===== config.mk =====
export PLATFORM = sky130hd
export DESIGN_NAME = mem_bridge
export DESIGN_NICKNAME = d
export VERILOG_FILES = /design/src/rtl/mem_bridge.sv
export SDC_FILE = /design/constraint.sdc
export NUM_CORES = 1
export LEC_CHECK = 0
export BUFFER_PORTS_ARGS = -buffer_cell sky130_fd_sc_hd__buf_2
export CORE_MARGIN = 2
export CORE_UTILIZATION = 52
export CTS_CLUSTER_DIAMETER = 120
export DETAILED_ROUTE_END_ITERATION = 7
export PLACE_DENSITY_LB_ADDON = 0.12
export SETUP_SLACK_MARGIN = 0.5
export SLEW_MARGIN = 20
export SYNTH_ARGS = -nofsm -noshare
export SYNTH_HDL_FRONTEND = slang
export SYNTH_SLANG_ARGS = --single-unit

===== constraint.sdc =====
create_clock -name clk -period 2.7 [get_ports clk]
set_input_delay 0 -clock clk [delete_from_list [all_inputs] [get_ports clk]]
set_output_delay 0 -clock clk [all_outputs]
set_load 0.01 [all_outputs]

===== src/rtl/mem_bridge.sv =====
// mem_bridge: bridge between the CPU core memory port and a req/ack memory.
// A core read/write strobe seen in IDLE is latched and turned into one memory
// transaction. An instruction read is two halfword transactions. Results
// return to the core together with the busy/ready/cack handshake. Unacked
// requests are aborted after TIMEOUT cycles and set a sticky error flag.
//
// Ports:
//   clk, rst           clock, synchronous active-high reset
//   cpu_addr/wdata     word address and write data from the core
//   cpu_read/write     request levels (write wins when both are high)
//   cpu_instr          access targets instruction space
//   cpu_read_done      core has consumed read data (releases HOLD)
//   cpu_rdata          data-space read result
//   cpu_instr_data     32-bit instruction read result
//   cpu_busy/ready     transaction in progress / result valid
//   cpu_cack           one-cycle command-accepted pulse
//   bus_err            sticky timeout flag
//   mem_*              halfword-addressed req/ack memory port
module mem_bridge #(
  parameter int TIMEOUT = 255,
  parameter int CNT_W   = 8
) (
  input  logic        clk,
  input  logic        rst,
  input  logic [15:0] cpu_addr,
  input  logic [15:0] cpu_wdata,
  input  logic        cpu_read,
  input  logic        cpu_write,
  input  logic        cpu_instr,
  input  logic        cpu_read_done,
  output logic [15:0] cpu_rdata,
  output logic [31:0] cpu_instr_data,
  output logic        cpu_busy,
  output logic        cpu_ready,
  output logic        cpu_cack,
  output logic        bus_err,
  output logic [17:0] mem_addr,
  output logic [15:0] mem_wdata,
  output logic        mem_req,
  output logic        mem_we,
  input  logic [15:0] mem_rdata,
  input  logic        mem_ack
);

  typedef enum logic [2:0] {IDLE, RD_LO, RD_HI, HOLD, WR, WR_END} state_t;

  // Counter value on the last cycle a request may stay unacknowledged.
  localparam logic [CNT_W-1:0] TO_LAST = CNT_W'((TIMEOUT > 0) ? TIMEOUT - 1 : 0);

  state_t           state;
  logic [15:0]      addr_q;
  logic             instr_q;
  logic [CNT_W-1:0] cnt;

  logic        timeout_hit;
  logic        finish;
  logic [15:0] rd_word;

  // An ack in the same cycle as the timeout wins: data is used, no error.
  assign timeout_hit = (TIMEOUT != 0) && (cnt == TO_LAST);
  assign finish      = mem_req && (mem_ack || timeout_hit);
  assign rd_word     = mem_ack ? mem_rdata : 16'hFFFF;

  always_ff @(posedge clk) begin
    if (rst) begin
      state          <= IDLE;
      addr_q         <= '0;
      instr_q        <= 1'b0;
      cnt            <= '0;
      cpu_rdata      <= '0;
      cpu_instr_data <= '0;
      cpu_busy       <= 1'b0;
      cpu_ready      <= 1'b0;
      cpu_cack       <= 1'b0;
      bus_err        <= 1'b0;
      mem_addr       <= '0;
      mem_wdata      <= '0;
      mem_req        <= 1'b0;
      mem_we         <= 1'b0;
    end else begin
      cpu_cack <= 1'b0;
      if (finish && !mem_ack) bus_err <= 1'b1;

      case (state)
        IDLE: begin
          if (cpu_write || cpu_read) begin
            addr_q   <= cpu_addr;
            instr_q  <= cpu_instr;
            cpu_cack <= 1'b1;
            cpu_busy <= 1'b1;
            mem_req  <= 1'b1;
            cnt      <= '0;
            if (cpu_write) begin
              mem_we    <= 1'b1;
              mem_wdata <= cpu_wdata;
              // Instruction writes are halfword-addressed in the low half of
              // instruction space.
              mem_addr  <= cpu_instr ? {2'b10, cpu_addr} : {2'b00, cpu_addr};
              state     <= WR;
            end else begin
              mem_we   <= 1'b0;
              mem_addr <= cpu_instr ? {1'b1, cpu_addr, 1'b0} : {2'b00, cpu_addr};
              state    <= RD_LO;
            end
          end
        end

        WR: begin
          if (finish) begin
            mem_req   <= 1'b0;
            mem_we    <= 1'b0;
            cpu_busy  <= 1'b0;
            cpu_ready <= 1'b1;
            state     <= WR_END;
          end else begin
            cnt <= cnt + 1'b1;
          end
        end

        WR_END: begin
          cpu_ready <= 1'b0;
          state     <= IDLE;
        end

        RD_LO: begin
          if (finish) begin
            mem_req <= 1'b0;
            if (instr_q) begin
              cpu_instr_data[15:0] <= rd_word;
              mem_addr             <= {1'b1, addr_q, 1'b1};
              state                <= RD_HI;
            end else begin
              cpu_rdata <= rd_word;
              cpu_busy  <= 1'b0;
              cpu_ready <= 1'b1;
              state     <= HOLD;
            end
          end else begin
            cnt <= cnt + 1'b1;
          end
        end

        RD_HI: begin
          // Entered with mem_req low, giving the one-cycle gap between halves.
          if (!mem_req) begin
            mem_req <= 1'b1;
            cnt     <= '0;
          end else if (finish) begin
            mem_req               <= 1'b0;
            cpu_instr_data[31:16] <= rd_word;
            cpu_busy              <= 1'b0;
            cpu_ready             <= 1'b1;
            state                 <= HOLD;
          end else begin
            cnt <= cnt + 1'b1;
          end
        end

        HOLD: begin
          if (cpu_read_done) begin
            cpu_ready <= 1'b0;
            state     <= IDLE;
          end
        end

        default: state <= IDLE;
      endcase
    end
  end

endmodule

* After elaboration in Yosys (flattened, before gate mapping)
Cells that the tools add are included.
** Word-level totals
- Bits in registers :: 116
- Bits of input ports :: 55
- Output and inout port bits :: 88
- Word-level logic and storage cells :: 99
** Cells by class
- Bitwise operators :: 2
- Equality and inequality tests :: 15
- Reductions and logical operators :: 25
- Muxes and demuxes :: 41
- $add $sub $neg :: 1
** Operators by type and width (number)
- $mux 18 :: 6
- $pmux 18 s2 :: 1
- $mux 8 :: 3
- $pmux 8 s3 :: 1
- $mux 3 :: 7
- $reduce_and 3->1 :: 6
- $mux 1 :: 17
- $mux 16 :: 1
- $ne 2x2->1 const B :: 8
- $pmux 3 s5 :: 1
- $reduce_and 5->1 :: 2
- $add 8x1->8 const B :: 1
- $eq 8x8->1 const B :: 1
- $eq 3x2->1 const B :: 2
- $eq 3x3->1 const B :: 2
- $reduce_and 6->1 :: 1
- $pmux 1 s5 :: 1
- $reduce_bool 5->1 :: 1
- $pmux 1 s4 :: 1
- $reduce_and 2->1 :: 2
- $reduce_and 4->1 :: 1
- $reduce_bool 2->1 :: 2
- $reduce_bool 4->1 :: 1
- $reduce_or 2->1 :: 2
- other kinds (10) :: 13

* Logic depth before layout (Yosys ltp)
- Word-level depth :: 6
- Depth in mapped cells :: 9
- Depth with buffers taken out :: 7

* Worst setup path before layout
No wires, ideal clock.
- Path type :: register to register
- Start :: register cnt[0]
- End :: register mem_addr[10]
- Clock period less this slack :: 1.898 ns
- Data arrival time :: 1.766 ns
- Path slack :: 0.802 ns
- Setup time :: 0.132 ns
- Buffers on the path :: 2
- Data required time :: 2.568 ns
- Cell stages (with the launch flop) :: 10
- Path through :: dfxtp_1 -> inv_1 -> ha_1 -> and3_1 -> a32oi_2 -> buf_6 -> a21boi_4 -> buf_6 -> o211ai_1 -> a21oi_1
** Between the ends
- Cells in the longest elaborated chain, start to end :: 5
** Ends and longest elaborated chain
- start, declared :: line 53 : logic [CNT_W-1:0] cnt;
- start signal, assigned :: line 116 : cnt <= cnt + 1'b1;
- start signal, assigned :: line 139 : cnt <= cnt + 1'b1;
- start signal, assigned :: line 155 : cnt <= cnt + 1'b1;
- $eq 8x8->1 :: line 60 : assign timeout_hit = (TIMEOUT != 0) && (cnt == TO_LAST);
- $logic_or 1x1->1 :: line 61 : assign finish = mem_req && (mem_ack || timeout_hit);
- $logic_and 1x1->1 :: line 61
- $ne 2x2->1 (no line)
- $reduce_and 4->1 (no line)
- end signal, assigned :: line 98 : mem_addr <= cpu_instr ? {2'b10, cpu_addr} : {2'b00, cpu_addr};
- end signal, assigned :: line 102 : mem_addr <= cpu_instr ? {1'b1, cpu_addr, 1'b0} : {2'b00, cpu_addr};
- end signal, assigned :: line 130 : mem_addr <= {1'b1, addr_q, 1'b1};
- end, declared :: line 37 : output logic [17:0] mem_addr,
No other way between the ends.
A chain may end at the register's enable or synchronous reset.

* Final worst setup path
- Start :: register mem_req
- End :: register state[0]
** Between the ends
- Cells in the longest elaborated chain, start to end :: 3
- Elaborated cells on any way between the ends :: 6
- Classes of those cells :: eq/ne (4); reduce/logical (2)
** Ends and longest elaborated chain
- start, declared :: line 39 : output logic mem_req,
- start signal, assigned :: line 78 : mem_req <= 1'b0;
- start signal, assigned :: line 91 : mem_req <= 1'b1;
- start signal, assigned :: line 110 : mem_req <= 1'b0;
- $logic_and 1x1->1 :: line 61
- $ne 2x2->1 (no line)
- $reduce_and 6->1 (no line) (*)
- end signal, assigned :: line 66 : state <= IDLE;
- end signal, assigned :: line 99 : state <= WR;
- end signal, assigned :: line 103 : state <= RD_LO;
- end, declared :: line 50 : state_t state;
Mark *: on every way between the ends. The rest lies on a longest branch, timed or not.

==> impl_metrics.csv <==
group,metric,value,unit
min_path,hold_depth,4,
global_route,grt_pass1_vias,4413,
sta,setup_viol_count_final,0,
layout,antennaDiodeCount,0,
global_route,track_usage,0.2536,
sta,finalCritPeriodShare,0.7684,
synthesis,ys.flop_type,"dfxtp_1",
sta,hold_viol_final,0,
job,drv_cap,0,
clock_tree,cts_tree,"yes",
layout,drive_gt1_frac,0.2744,
synthesis,yosys_warnings,0,
sta,tightest_slew,812.7,ps
synthesis,async_flop_share,0,
routing,drt_wl_total,13160,microns
synthesis,synth-edff-count,0,
global_route,grt_pass1_wl,20780,microns
clock_tree,clk_path_buf_depth,2,
clock_tree,htreeDepth,4,
sta,max_slew_margin,0.4581,
worst_setup_path,cp.arrival,2470,ps
run_status,status,"finished clean",
worst_setup_path,cp.required,3100,ps
sta,slew_violations,0,
min_path,hp-class,"input port to register",
synthesis,synth_fa_ha_area_frac,0.007090,
synthesis,synth-seq-area-share,0.4700,
synthesis,netlist_instances,572,
worst_setup_path,reg2reg_depth,6,
worst_setup_path,start_kind,"register",
routing,ant_nets,0,
clock_tree,root_buffer,"clkbuf_8",
die,coreArea,9240,sq um
synthesis,yosys-top-cells-area,"dfxtp_1, a211oi_1, nand2_1, nor2_1, a21oi_1",
layout,fin_area,6868,sq um
pwr,p_leak,2.948,nW
worst_setup_path,cp_max_fo,9,
routing,drc,0,
routing,routedWlPerCell,14.65,microns
die,die_x,101.5,microns
layout,nets,813,
pwr,peakVddDrop,631.0,uV
worst_setup_path,path_class,"register to register",
sta,rsz0062_at_grt,"no",
layout,fin_util,0.7433,
pwr,power_density,911.7,nW/um^2
synthesis,synth_top_family_by_area,"compound AO/OA/AOI/OAI gates",
placed_design,gp_congestion,0.8151,
routing,via_per_inst,5.314,
synthesis,synth_top_area_share,0.4700,
die,io_pins,143,
routing,num_vias,4772,
synthesis,synthXorXnorAreaFrac,0.01418,
synthesis,syn_avg_cell_area,8.638,sq um
global_route,antenna_found_initial,0,
synthesis,synth_top_area_cell,"dfxtp_1",
sta,fin_tns_setup,0,ps
synthesis,ys_seq_elements,116,
layout,fillers,684,
synthesis,synthSimpleGateAreaFrac,0.2069,
placed_design,placed_area,5693,sq um
worst_setup_path,end_kind,"register",
clock_tree,clkLatencyLatePin,510,ps
global_route,grt_max_degree,67,
die,initial_core_util,0.5347,
die,row_count,35,
clock_tree,cts.sinks,116,
synthesis,synth-compound-area-share,0.2208,
layout,area_growth_syn_to_layout,39.00,%
die,fp.dieH,101.5,microns
clock_tree,path_clk_slew,60,ps
routing,first_pass_iters,5,
synthesis,synthMuxAreaShare,0.03039,
routing,drtIter0Drc,193,
synthesis,netlist-cell-type-count,57,
placed_design,dp_hpwl,8188,microns
sta,fin_crit,2075,ps
placed_design,port_buffers,142,
clock_tree,cts_made_buffers,17,
sta,fmax,482.0,MHz
global_route,grt_overflow,0,
synthesis,synth_nets,629,
sta,fin_worst_skew,9.447,ps
die,die-area,10300,sq um
synthesis,syn_area,4941,sq um
[through the flow]
stage | worst slack, ps | hold slack [ps] | power [mW] | cells
4_1_cts | 521.3 | 23.61 | 6.236 | 895
6_report | 625.3 | 52.00 | 6.262 | 898
2_1_floorplan | 801.9 | 136.0 | 3.395 | 572
3_5_place_dp | 414.1 | 245.5 | 3.902 | 811
3_3_place_gp | 531.8 | 240.9 | 3.849 | 811
5_1_grt | 506.5 | 90.26 | 6.602 | 898
[repair_timing]
| action | 4_1_cts | 5_1_grt |
|---|---|---|
| setup endpoints to repair | 19 | 20 |
| buffers inserted | 0 | 3 |
| pin swaps | 0 | 2 |
| endpoints found under the hold margin | 103 | 0 |
| resized for setup | 3 | 1 |
| hold buffers | 52 | 0 |
[path summary, 6_finish.rpt]
check	from	end	slack [ps]
max	mem_req	state[0]	630
min reg2reg	mem_addr[11]	mem_addr[11]	450
max reg2reg	mem_req	state[0]	630
min	mem_ack	bus_err	50
[cells in the final DEF (no fill, tap or decap), drive strengths merged, types with 3 or more instances in the layout]
cell	synthesis	final
dfxtp	116	116
o21ai	5	5
nor3	8	8
clkinv	0	4
o211ai	15	15
a21oi	54	54
nand2b	4	4
nor2b	22	22
o31ai	3	3
dlygate4sd3	0	52
clkinvlp	0	3
nand3	4	4
buf	24	159
bufinv	0	3
a211oi	53	53
a22oi	3	3
inv	6	9
mux2i	15	15
nand2	103	103
nor2	74	74
xnor2	6	6
clkbuf	22	19
[cells by family after synthesis]
family | count (synthesis)
simple gates | 228
compound gates | 150
flops | 116
buf+inv | 52
mux | 15
xor+xnor | 8
fa+ha+maj | 3
[sequential cells by signal, summed over array words and instances, names as in the netlist]
name	cells
cnt	8
cpu_busy	1
instr_q	1
mem_wdata	16
cpu_rdata	16
mem_req	1
cpu_ready	1
mem_addr	18
state	3
addr_q	16
bus_err	1
cpu_instr_data	32
cpu_cack	1
mem_we	1
[routing by layer]
layer  track usage  part of all wire  vias up
met1        0.3173              0.43     2185
met2        0.4086              0.49      188
li1              -                 -     2372
met4        0.1247             0.023        0
met3       0.06349             0.063       27
met5             0                 0        -
[final cells by class]
cell class / instances / area, sq um / share of cell area
flip-flops and latches: 116 / 2323 / 0.3383
inverters: 6 / 22.52 / 0.003279
clock inverters: 13 / 176.4 / 0.02569
repair buffers: 211 / 1374 / 0.2000
clock buffers: 19 / 421.7 / 0.06140
multi-input cells: 404 / 2389 / 0.3478
well taps: 129 / 161.4 / 0.02350
[synth_stat cells (all sizes together), types with 3 or more instances]
cell type / count
a211oi: 53
a21oi: 54
a22oi: 3
buf: 24
clkbuf: 22
dfxtp: 116
inv: 6
mux2i: 15
nand2: 103
nand2b: 4
nand3: 4
nor2: 74
nor2b: 22
nor3: 8
o211ai: 15
o21ai: 5
o31ai: 3
xnor2: 6
[worst max-delay path, cell delays in order, from the launching register on]
cell and delay, ps:
dfxtp_1 580, and3_1 300, a32oi_4 200, buf_4 220, a32oi_1 310, a21oi_1 140, a31o_2 240
[power by group]
group | switching, mW | leakage (nW) | internal (mW)
combinational | 1.06 | 1.72 | 0.759
sequential | 0.200 | 0.946 | 2.00
clock | 0.818 | 0.281 | 1.42
Power figures use the tool's default switching activity.
